### src/rtl/vfu_mask_distributor.sv
// Per-lane mask distributor: routes tagged mask beats from the mask unit into
// one small per-FU queue, selected by matching the beat's instruction ID.
module vfu_mask_distributor #(
    parameter int unsigned NrFUs          = 2,
    parameter int unsigned MaskQueueDepth = 2,
    parameter bit          FallThrough    = 1'b0,
    parameter int unsigned DataWidth      = 64,
    parameter int unsigned VidWidth       = 3
) (
    input  logic                                               clk_i,
    input  logic                                               rst_ni,
    input  logic [DataWidth/8-1:0]                             mask_i,
    input  logic [VidWidth-1:0]                                mask_vid_i,
    input  logic                                               mask_valid_i,
    output logic                                               mask_ready_o,
    input  logic [NrFUs-1:0][VidWidth-1:0]                     fu_vid_i,
    input  logic [NrFUs-1:0]                                   fu_vid_valid_i,
    input  logic [NrFUs-1:0]                                   fu_flush_i,
    output logic [NrFUs-1:0][DataWidth/8-1:0]                  fu_mask_o,
    output logic [NrFUs-1:0]                                   fu_mask_valid_o,
    input  logic [NrFUs-1:0]                                   fu_mask_ready_i,
    output logic [NrFUs-1:0][$clog2(MaskQueueDepth+1)-1:0]     fu_mask_cnt_o,
    output logic                                               tag_conflict_o
);

    localparam int unsigned StrbW = DataWidth / 8;
    localparam int unsigned CntW  = $clog2(MaskQueueDepth + 1);
    localparam int unsigned PtrW  = (MaskQueueDepth > 1) ? $clog2(MaskQueueDepth) : 1;
    localparam int unsigned TgtW  = (NrFUs > 1) ? $clog2(NrFUs) : 1;

    typedef logic [PtrW-1:0] ptr_t;

    logic [NrFUs-1:0] match;
    logic [NrFUs-1:0] push;
    logic [NrFUs-1:0] ft;
    logic [NrFUs-1:0] bypass;
    logic [NrFUs-1:0] store;
    logic [NrFUs-1:0] empty;
    logic [NrFUs-1:0] pop;
    logic [NrFUs-1:0] pop_mem;
    logic [TgtW-1:0]  target;
    logic             any_match;
    logic             multi_match;
    logic             target_full;

    logic [StrbW-1:0] mem    [NrFUs][MaskQueueDepth];
    ptr_t             rd_ptr [NrFUs];
    ptr_t             wr_ptr [NrFUs];
    logic [CntW-1:0]  cnt_q  [NrFUs];
    logic [StrbW-1:0] last_q [NrFUs];
    logic             conflict_q;

    function automatic ptr_t ptr_inc(input ptr_t p);
        return (p == ptr_t'(MaskQueueDepth - 1)) ? '0 : p + ptr_t'(1);
    endfunction

    // Lowest-index matching FU wins; extra matches only raise the conflict flag.
    always_comb begin
        match       = '0;
        any_match   = 1'b0;
        multi_match = 1'b0;
        target      = '0;
        for (int f = 0; f < NrFUs; f++) begin
            match[f] = fu_vid_valid_i[f] && (fu_vid_i[f] == mask_vid_i);
            if (match[f]) begin
                if (any_match) multi_match = 1'b1;
                else           target      = TgtW'(f);
                any_match = 1'b1;
            end
        end
    end

    // Handshakes: a beat transfers on a cycle where valid && ready are both high.
    // Ready never looks at the same-side valid, and mask_ready_o uses only the
    // registered occupancy, so a same-cycle pop cannot open a full queue.
    assign target_full  = (cnt_q[target] >= CntW'(MaskQueueDepth));
    assign mask_ready_o = any_match && !target_full && !fu_flush_i[target];
    assign tag_conflict_o = conflict_q;

    always_comb begin
        push            = '0;
        ft              = '0;
        bypass          = '0;
        store           = '0;
        empty           = '0;
        pop             = '0;
        pop_mem         = '0;
        fu_mask_o       = '0;
        fu_mask_valid_o = '0;
        fu_mask_cnt_o   = '0;
        for (int f = 0; f < NrFUs; f++) begin
            empty[f]   = (cnt_q[f] == '0);
            push[f]    = mask_valid_i && mask_ready_o && (target == TgtW'(f));
            ft[f]      = FallThrough && empty[f] && push[f];
            fu_mask_valid_o[f] = !empty[f] || ft[f];
            pop[f]     = fu_mask_valid_o[f] && fu_mask_ready_i[f];
            bypass[f]  = ft[f] && fu_mask_ready_i[f];
            store[f]   = push[f] && !bypass[f];
            pop_mem[f] = pop[f] && !empty[f];
            // When idle the last delivered beat is held on the output.
            if (ft[f])          fu_mask_o[f] = mask_i;
            else if (!empty[f]) fu_mask_o[f] = mem[f][rd_ptr[f]];
            else                fu_mask_o[f] = last_q[f];
            fu_mask_cnt_o[f] = cnt_q[f];
        end
    end

    always_ff @(posedge clk_i or negedge rst_ni) begin
        if (!rst_ni) begin
            conflict_q <= 1'b0;
            for (int f = 0; f < NrFUs; f++) begin
                cnt_q[f]  <= '0;
                rd_ptr[f] <= '0;
                wr_ptr[f] <= '0;
                last_q[f] <= '0;
                for (int d = 0; d < MaskQueueDepth; d++) mem[f][d] <= '0;
            end
        end else begin
            if (mask_valid_i && multi_match) conflict_q <= 1'b1;
            for (int f = 0; f < NrFUs; f++) begin
                if (pop[f]) last_q[f] <= fu_mask_o[f];
                if (fu_flush_i[f]) begin
                    cnt_q[f]  <= '0;
                    rd_ptr[f] <= '0;
                    wr_ptr[f] <= '0;
                end else begin
                    if (store[f]) begin
                        mem[f][wr_ptr[f]] <= mask_i;
                        wr_ptr[f]         <= ptr_inc(wr_ptr[f]);
                    end
                    if (pop_mem[f]) rd_ptr[f] <= ptr_inc(rd_ptr[f]);
                    cnt_q[f] <= cnt_q[f] + CntW'(store[f]) - CntW'(pop_mem[f]);
                end
            end
        end
    end

endmodule

### config.mk
export PLATFORM = sky130hd
export DESIGN_NAME = vfu_mask_distributor
export DESIGN_NICKNAME = d
export VERILOG_FILES = /design/src/rtl/vfu_mask_distributor.sv
export SDC_FILE = /design/constraint.sdc
export NUM_CORES = 1
export LEC_CHECK = 0
export CAP_MARGIN = 20
export CELL_PAD_IN_SITES_DETAIL_PLACEMENT = 0
export CELL_PAD_IN_SITES_GLOBAL_PLACEMENT = 2
export CORE_MARGIN = 2
export CORE_UTILIZATION = 31
export DETAILED_ROUTE_END_ITERATION = 8
export PLACE_DENSITY = 0.73
export SYNTH_ARGS = -nofsm -noshare
export SYNTH_HDL_FRONTEND = slang
export SYNTH_SLANG_ARGS = --single-unit
### constraint.sdc
create_clock -name clk_i -period 2.2 [get_ports clk_i]
set_input_delay 0.66 -clock clk_i [delete_from_list [all_inputs] [get_ports clk_i]]
set_output_delay 0.66 -clock clk_i [all_outputs]
set_load 0.03 [all_outputs]
## Yosys cells after proc, flatten, opt, wreduce, memory -nomap -nowiden

Index checks and enable logic that the tools add are counted.

| operators by class | value |
|---|---|
| bitwise gates (word level) | 8 |
| reduce and logical (&&, ||, !) cells | 26 |
| multiplexer cells | 39 |
| equal/unequal tests | 2 |
| add/sub/neg operators | 8 |
| $lt $le $gt $ge | 9 |

Operator list:

| operator | number |
|---|---|
| two-way mux 8 bit | 10 |
| bitwise mux 16 bit | 2 |
| two-way mux 1 bit | 20 |
| demux 8 bit (select 1 bit) | 2 |
| logical AND 1 bit | 14 |
| >= comparator 2 bit (second input constant) | 6 |
| two-way mux 2 bit | 5 |
| inverter 1 -> 2 bit | 5 |
| nonzero test 2 bit | 4 |
| == test 3 bit | 2 |
| adder 1 bit (second input constant) | 4 |
| adder 2 x 1 -> 2 bit | 2 |
| zero test 1 bit | 4 |
| zero test 2 bit | 2 |
| less-than comparator 2 x 1 -> 1 bit (second input constant) | 2 |
| AND reduction 2 bit | 2 |
| subtractor 2 x 1 -> 2 bit | 2 |
| inverter 1 bit | 3 |
| less-than comparator 1 x 2 -> 1 bit (second input constant) | 1 |

| word-level totals | value |
|---|---|
| bits in registers | 57 |
| input port bits | 26 |
| word-level logic and storage cells | 105 |
| output and inout bits | 24 |

## Logic depth before layout (Yosys ltp)

Gate-level depths: netlist of the first run.

| depth | value |
|---|---|
| word-level depth | 18 |
| mapped depth | 11 |
| mapped depth without buffers | 10 |

## Worst setup path before layout of the first run

OpenSTA, ideal clock, no wires.

| timing path | value |
|---|---|
| path type | flip-flop to output port |
| from | register cnt_q, in the netlist fu_mask_cnt_o[1] |
| to | output port fu_mask_o[5] (netlist name) |
| path buffers | 2 |
| stages on the path, launching flop included | 6 |
| slack | -0.490 ns |
| data arrival time | 2.030 ns |
| data required time | 1.540 ns |
| path through | dfrtp_1 > or2_2 > clkbuf_1 > buf_1 > nor2_1 > a21oi_1 |

RTL lines:

| item | line | RTL |
|---|---|---|
| from (decl) | 49 | `logic [CntW-1:0] cnt_q [NrFUs];` |
| from (signal, indexed assignment) | 132 | `cnt_q[f] <= cnt_q[f] + CntW'(store[f]) - CntW'(pop_mem[f]);` |
| to (decl) | 19 | `output logic [NrFUs-1:0][DataWidth/8-1:0] fu_mask_o,` |

## Final worst setup path of the first run

| timing path | value |
|---|---|
| from | input port fu_vid_i[0] (netlist name) |
| to | output port mask_ready_o |

| on the way | value |
|---|---|
| word-level cells in the longest chain between the ends | 13 |
| elaborated cells between the ends (all ways) | 17 |
| those cells by class | order compare: 1; eq/ne: 1; mux: 9; bitwise: 1; reduce/logical: 5 |

RTL lines:

| item | line | RTL |
|---|---|---|
| from (decl) | 16 | `input logic [NrFUs-1:0][VidWidth-1:0] fu_vid_i,` |
| == test 3 bit * | 64 | `match[f] = fu_vid_valid_i[f] && (fu_vid_i[f] == mask_vid_i);` |
| logical AND 1 bit * | 64 |  |
| two-way mux 1 bit * | 65 | `if (match[f]) begin` |
| two-way mux 1 bit | 66 | `if (any_match) multi_match = 1'b1;` |
| two-way mux 1 bit | 65 |  |
| inverter 1 -> 2 bit (not written as such) | 76 | `assign target_full = (cnt_q[target] >= CntW'(MaskQueueDepth));` |
| two-way mux 2 bit (not written as such) (3 in a row) | 76 |  |
| >= comparator 2 bit | 76 |  |
| zero test 1 bit | 77 | `assign mask_ready_o = any_match && !target_full && !fu_flush_i[target];` |
| logical AND 1 bit | 77 |  |
| logical AND 1 bit * | 77 |  |
| to (decl) | 15 | `output logic mask_ready_o,` |

Every way passes the cells marked *; elsewhere a longest branch is shown, timed or not. The select of a mux whose other input is x is not followed.

==> impl_results.md, run 1 <==
* Most instantiated library cell after synthesis: dfrtp_1
* Crit path kind: in2out
* Slowest Stage Delay on Critical Path at 340 ps
* Pwr per Cell Area at 1370 mW/mm2
* CP endpoint kind: output port
* Hold WC Path Type: in2async
* Ys Warns at 0
* Setup-failing EPs final at 1
* Crit-path cells: buf_8, xnor2_4, nand4_1, mux2_4, buf_6
* Tot Pwr at 5650 uW
* Clk_lat worst skew at 330 ps
* Net Count, Synth at 264
* Total grt overflow at 0
* HPWL Detailed at 4060 um
* Post-Syn Area at 0.00270 mm2
* Post-route ant nets at 0
* Complex-gate fraction of the synthesized area at 7.32%
* Post-synthesis mux area share at 20.8%
* Initial core utilization at 31.4%
* EDFF count, synth at 0
* DRT Pass-1 Iters at 4
* Hold Vio Cnt, Final at 0
* Root Driver: clkbuf_8
* H-tree depth at 3
* Area share of the largest cell type after synthesis at 52.9%
* Worst VDD drop at 0.000601 V
* RSZ-0062 raised after global routing: yes
* Status: finished, violations left
* Dpl ws at -523 ps
* CP arrival at 1570 ps
* Slew Limit Fails at 0
* FFs w/ async S/R, synth at 100%
* Clock slew at reported path FFs at 70 ps
* CP Max Fanout at 2
* Clock Skew at 6.21 ps
* CP max-delay cell: mux2_4
* Yosys top cell by area: dfrtp_1
* Vias in the first global route at 1936
* Die area at 0.00947 mm2
* Final Non-Filler Cells at 428
* Multi-input logic area at 0.00152 mm2
* Max Cap Viol at 0
* FMAX at 0.449 GHz
* Placed cells at 402
* RR Endpoint: mem[6]$_DFFE_PN0P_
* Hold buffers post-CTS at 0
* Post-Synth Adder-Cell Area at 1.85%
* Reg2Reg Depth at 7
* Setup TNS Final at -25.3 ps
* Largest net degree at the start of global routing at 58
* Port-buffer cells at 49
* Post-synthesis xor/xnor area fraction at 3.89%
* Final min period at 2230 ps
* #FFs+latches synth at 57
* Sequential fraction of the synthesis area at 52.9%
* GPL Wtd Cong at 0.670
* Period utilization at 101%
* Via density at 4.57
* TritonCTS Buffers at 9
* Die Wd at 97.3 um
* # IOs at 50
* # DRC at 0
* Worst slew margin at 77.4%
* CP Launch Type: input port
* Synthesized netlist cell count at 234
* Worst Max-Slew Pin Slew at 340 ps
* Worst endpoint required time at 1540 ps
* CTS max path bufs at 2
* Syn Area/Cell at 11.5 um2
* N_diodes at 0
* Total GRT Usage at 12.7%
* Post-synth top cells: dfrtp_1 (57), mux2_2 (25), nor2_1 (23)
* Vias at 1955
* Clk sinks at 57
* Register area at 0.00143 mm2
* Core Area at 0.00859 mm2
* Initial antenna violation count at 0
* Reg2Reg Launch Point: fu_mask_cnt_o[3]$_DFF_PN0_
* Die Y at 97.3 um
* Reg2reg setup slack at 170 ps
* Initial drt markers at 54
* Largest family of logic cells by synthesized area: multiplexers
* TritonCTS clock tree: done
* Final wirelength at 5920 um
* Nets at 345
* Crit path from: fu_vid_i[0]
* Failing checks: setup timing
* Top cells by area, synth: dfrtp_1 (53%), mux2_2 (10%), mux2i_1 (5.9%)
* Wire per inst at 13.8 um
* Yosys cell types at 28
* Syn-to-layout area delta at 52.5%
* Simple-gate portion of the synthesized area at 10.1%
* Static Leak at 0.00190 uW
* Final core utilization at 47.9%
* FP Rows at 34
* First-pass GRT wire length at 9410 um
* Fillers at 812
* Final setup margin at -25.3 ps
* Post-synth top flop: dfrtp_1
* Layout cells sized above 1 at 53.8%
==> worst max-delay path: cells and delay by family <==
family	cells	cell delay, ps
muxes	1	340
buffers and inverters	2	240
and+or+nand+nor	1	160
xor gates and xnor gates	1	150
==> power breakdown <==
group | switching [uW] | internal [uW]
Combinational | 1720 | 1490
Clock | 429 | 555
Sequential | 173 | 1290
==> placed cells by master (no fill, tap or decap), types with 3 or more instances in the layout <==
master,n
o21ai_0,16
nand4_1,3
nand2_1,18
mux2i_4,4
dlygate4sd2_1,5
nor2_4,3
mux2_2,24
dfrtp_1,53
mux2_4,9
xnor2_1,5
xor2_1,3
buf_4,34
nor2_2,15
a21oi_2,14
buf_12,5
nor2_1,5
mux2i_2,9
xnor2_4,3
mux2i_1,3
clkbuf_8,10
dfrtp_2,4
inv_1,8
buf_6,14
clkdlybuf4s50_1,16
==> per-layer routing <==
layer / global-route usage, % / vias to the layer above / routed length [um]
met1: 15.8 / 939 / 2650
met5: 0 / - / 0
met2: 20.6 / 35 / 2960
met3: 2.88 / 10 / 198
met4: 6.73 / 0 / 121
li1: - / 971 / -
==> timing repair <==
item	4_1_cts	5_1_grt
gates resized for setup	40	75
pin swaps	14	13
endpoints found under the setup margin	38	20
gates cloned	0	1
buffers inserted	7	3
==> state kept, by name, summed over array words and instances (netlist names) <==
signal / flops
last_q: 16
wr_ptr: 2
rd_ptr: 2
tag_conflict_o: 1
mem: 32
fu_mask_cnt_o: 4
==> metrics by stage <==
step	area (um2)	hold WS [ps]
floorplan	2800	364
global placement	3520	458
detailed placement	3520	461
CTS	3830	332
global route	4120	341
finish	4120	326
==> cells by family (layout without fill, tap and decap cells) <==
| family | Yosys count | in the layout |
|---|---|---|
| flip-flops | 57 | 57 |
| AO/OA/AOI/OAI | 36 | 36 |
| buffers and inverters | 19 | 105 |
| multiplexers | 49 | 49 |
| XOR/XNOR | 12 | 12 |
| AND/OR/NAND/NOR | 57 | 57 |
| adder cells (fa/ha/maj) | 4 | 4 |
==> layout make-up <==
cell class                 instances  area share, %
clock buffer                      10           3.34
clock inverter                     6           1.64
inverter                           8          0.729
multi-input combinational        158           36.9
sequential                        57           34.8
tap                              108           3.28
timing repair buffer              81           19.3
==> worst max-delay path by stage <==
stage                                             to  slack [ps]  cells past startpoint
after floorplan           fu_mask_cnt_o[3]$_DFF_PN0_          10                     11
after CTS                               mask_ready_o        -150                      5
final                                   mask_ready_o         -30                      5
after global placement    fu_mask_cnt_o[1]$_DFF_PN0_        -510                     10
after detailed placement  fu_mask_cnt_o[1]$_DFF_PN0_        -520                     10
after global routing                    mask_ready_o         -70                      6
No activity file was read; power rests on OpenSTA's default activity.
==> run 2, diff against run 1 <==
--- a/config.mk
+++ b/config.mk
@@ -5,6 +5,7 @@
 export SDC_FILE = /design/constraint.sdc
 export NUM_CORES = 1
 export LEC_CHECK = 0
+export ABC_CLOCK_PERIOD_IN_PS = 2200
 export CAP_MARGIN = 20
 export CELL_PAD_IN_SITES_DETAIL_PLACEMENT = 0
 export CELL_PAD_IN_SITES_GLOBAL_PLACEMENT = 2
@@ -12,6 +13,7 @@
 export CORE_UTILIZATION = 31
 export DETAILED_ROUTE_END_ITERATION = 8
 export PLACE_DENSITY = 0.73
+export SLEW_MARGIN = 20
 export SYNTH_ARGS = -nofsm -noshare
 export SYNTH_HDL_FRONTEND = slang
 export SYNTH_SLANG_ARGS = --single-unit
==> results of run 2 <==
Final layout, timing and power as in run 1 (identical DEF).
==> run 3, diff against run 2 <==
--- a/config.mk
+++ b/config.mk
@@ -9,6 +9,7 @@
 export CAP_MARGIN = 20
 export CELL_PAD_IN_SITES_DETAIL_PLACEMENT = 0
 export CELL_PAD_IN_SITES_GLOBAL_PLACEMENT = 2
+export CORE_ASPECT_RATIO = 0.6
 export CORE_MARGIN = 2
 export CORE_UTILIZATION = 31
 export DETAILED_ROUTE_END_ITERATION = 8
==> impl_results.md, run 3 (synthesized netlist as in run 1, its figures left out) <==
* Status: finished, final reports clean
* Multi-input logic area at 0.00138 mm2 (-9.0%)
* Total grt overflow at 0 (unchanged)
* TritonCTS Buffers at 9 (unchanged)
* Crit path from: mask_vid_i[1]
* Most common cell after layout, fill and taps aside: dfrtp_1
* First-pass GRT wire length at 10300 um (+9.2%)
* Largest net degree at the start of global routing at 22 (-62%)
* N_diodes at 0 (unchanged)
* Max Cap Viol at 0 (unchanged)
* Switching portion of total power at 38.3% (-2.7 points)
* TritonCTS clock tree: done
* Vias at 1995 (+2.0%)
* FMAX at 0.455 GHz (+1.3%)
* Placed cells at 407 (+1.2%)
* Final core utilization at 47.8% (-0.084 points)
* Comb power frac at 51.5% (-5.1 points)
* Fillers at 790 (-2.7%)
* Clock slew at reported path FFs at 50 ps (-20 ps)
* Clock Skew at 3.37 ps (-2.84 ps)
* Final setup margin at 2.89 ps (+28.2 ps)
* Max FFs per register at 32 (unchanged)
* Post-route ant nets at 0 (unchanged)
* Die area at 0.00949 mm2 (+0.26%)
* CTS max path bufs at 2 (unchanged)
* Final Non-Filler Cells at 428 (unchanged)
* Hold WC Path Type: in2async
* Vias in the first global route at 2076 (+7.2%)
* Initial drt markers at 74 (+37%)
* Initial core utilization at 31.8% (+0.38 points)
* DRT Pass-1 Iters at 4 (unchanged)
* CP Max Fanout at 2 (unchanged)
* Reg2Reg Launch Point: fu_mask_cnt_o[3]$_DFF_PN0_
* Setup TNS Final at 0 ps (+25.3 ps)
* Flop pwr share at 23.7% (-2.3 points)
* RSZ-0062 raised after global routing: yes
* Die Y at 76.3 um (-22%)
* Total GRT Usage at 13.8% (+1.1 points)
* Largest register by flop count: mem
* FP Rows at 26 (-24%)
* Sw power at 2340 uW (+1.0%)
* Leading cell types in the layout, fill and taps excluded: dfrtp_1 (53), buf_4 (35), mux2_2 (24)
* Period utilization at 99.9% (-1.3 points)
* Register area at 0.00143 mm2 (unchanged)
* Initial antenna violation count at 0 (unchanged)
* HPWL Detailed at 4390 um (+8.1%)
* Internal power at 3770 uW (+13%)
* Worst slew margin at 79.0% (+1.6 points)
* CP endpoint kind: output port
* Nets at 341 (-1.2%)
* CP arrival at 1540 ps (-30 ps)
* Worst VDD drop at 0.000525 V (-13%)
* Slew Limit Fails at 0 (unchanged)
* Hold Vio Cnt, Final at 0 (unchanged)
* H-tree depth at 3 (unchanged)
* Clk sinks at 57 (unchanged)
* Root Driver: clkbuf_16
* Core Area at 0.00849 mm2 (-1.2%)
* Die Wd at 124 um (+28%)
* Worst endpoint required time at 1540 ps (about the same)
* Wire per inst at 14.3 um (+3.1%)
* Via density at 4.66 (+2.0%)
* CP Launch Type: input port
* Syn-to-layout area delta at 50.4%
* Worst Max-Slew Pin Slew at 311 ps (-29.0 ps)
* Port-buffer cells at 49 (unchanged)
* Clk_lat worst skew at 330 ps (about the same)
* Dpl ws at -483 ps (+39.9 ps)
* Layout cells sized above 1 at 48.1% (-5.6 points)
* Final min period at 2200 ps (-28.2 ps)
* Clock share of power at 24.8% (+7.4 points)
* Pwr per Cell Area at 1500 mW/mm2 (+9.6%)
* Crit path kind: in2out
* GPL Wtd Cong at 0.713 (+6.5%)
* Static Leak at 0.00194 uW (+2.3%)
* Final wirelength at 6110 um (+3.1%)
* # DRC at 0 (unchanged)
* Setup-failing EPs final at 0 (-1)
* # IOs at 50 (unchanged)
==> run 3: cell types whose count changed in the layout (fill, tap and decap cells not counted), moves of 3 or more <==
cell and change:
clkbuf_16 +8, clkbuf_8 -8, mux2i_1 +8, nor2_2 -7, buf_6 -6, nor2_1 +6
mux2i_2 -4, mux2i_4 -4, xnor2_2 +3, xnor2_4 -3
==> run 3: final cells by class <==
type	count	share of cell area [%]
Clock buffer	11	6.22
Clock inverter	5	1.91
Inverter	8	0.740
Multi-Input combinational cell	158	34.1
Sequential cell	57	35.3
Tap cell	112	3.45
Timing Repair Buffer	77	18.3
==> run 3: final timing paths <==
kind                                                    to  slack, ps  cells past startpoint
worst min register to register      last_q[12]$_DFFE_PN0P_        480                      2
worst max-delay path                          mask_ready_o          3                      5
worst min-delay path                last_q[13]$_DFFE_PN0P_        130                      1
worst max register to register  fu_mask_cnt_o[3]$_DFF_PN0_        300                     10
min in group clk_i                  last_q[12]$_DFFE_PN0P_        480                      2
max in group asynchronous       fu_mask_cnt_o[0]$_DFF_PN0_       1570                      2
==> run 3: layer usage <==
| layer | track usage, % | up-vias | wire, um |
|---|---|---|---|
| met5 | 0 | - | 0 |
| met4 | 3.26 | 0 | 41 |
| met3 | 7.23 | 4 | 367 |
| met2 | 19.0 | 44 | 2560 |
| met1 | 19.1 | 990 | 3140 |
| li1 | - | 957 | - |
==> run 3: through the flow <==
| stage | hold WS, ps | power (uW) | instance area, um2 |
|---|---|---|---|
| detailed placement | 471 | 4170 | 3530 |
| CTS | 116 | 6010 | 3980 |
| global route | 118 | 6460 | 4060 |
| finish | 130 | 6110 | 4060 |
| floorplan | 364 | 3170 | 2800 |
| global placement | 463 | 4140 | 3530 |
==> run 3: critical path, stage by stage <==
cell,delay [ps]
buf_2,130
xnor2_2,130
nand4_1,150
mux2_4,330
buf_6,140
==> run 3: repair_timing <==
action | CTS | global route
hold endpoints to repair | 0 | 0
gates resized for setup | 40 | 46
pin swaps | 9 | 10
gates cloned | 1 | 0
endpoints found under the setup margin | 37 | 12
setup buffers | 4 | 0
hold buffers | 0 | 0
==> run 3: power groups by stage <==
stage / sequential [uW] / clock, uW / combinational, uW
2_1_floorplan: 1460 / 0 / 1710
3_3_place_gp: 1420 / 0 / 2720
3_5_place_dp: 1430 / 0 / 2740
4_1_cts: 1420 / 1560 / 3030
5_1_grt: 1480 / 1610 / 3370
6_report: 1440 / 1520 / 3150
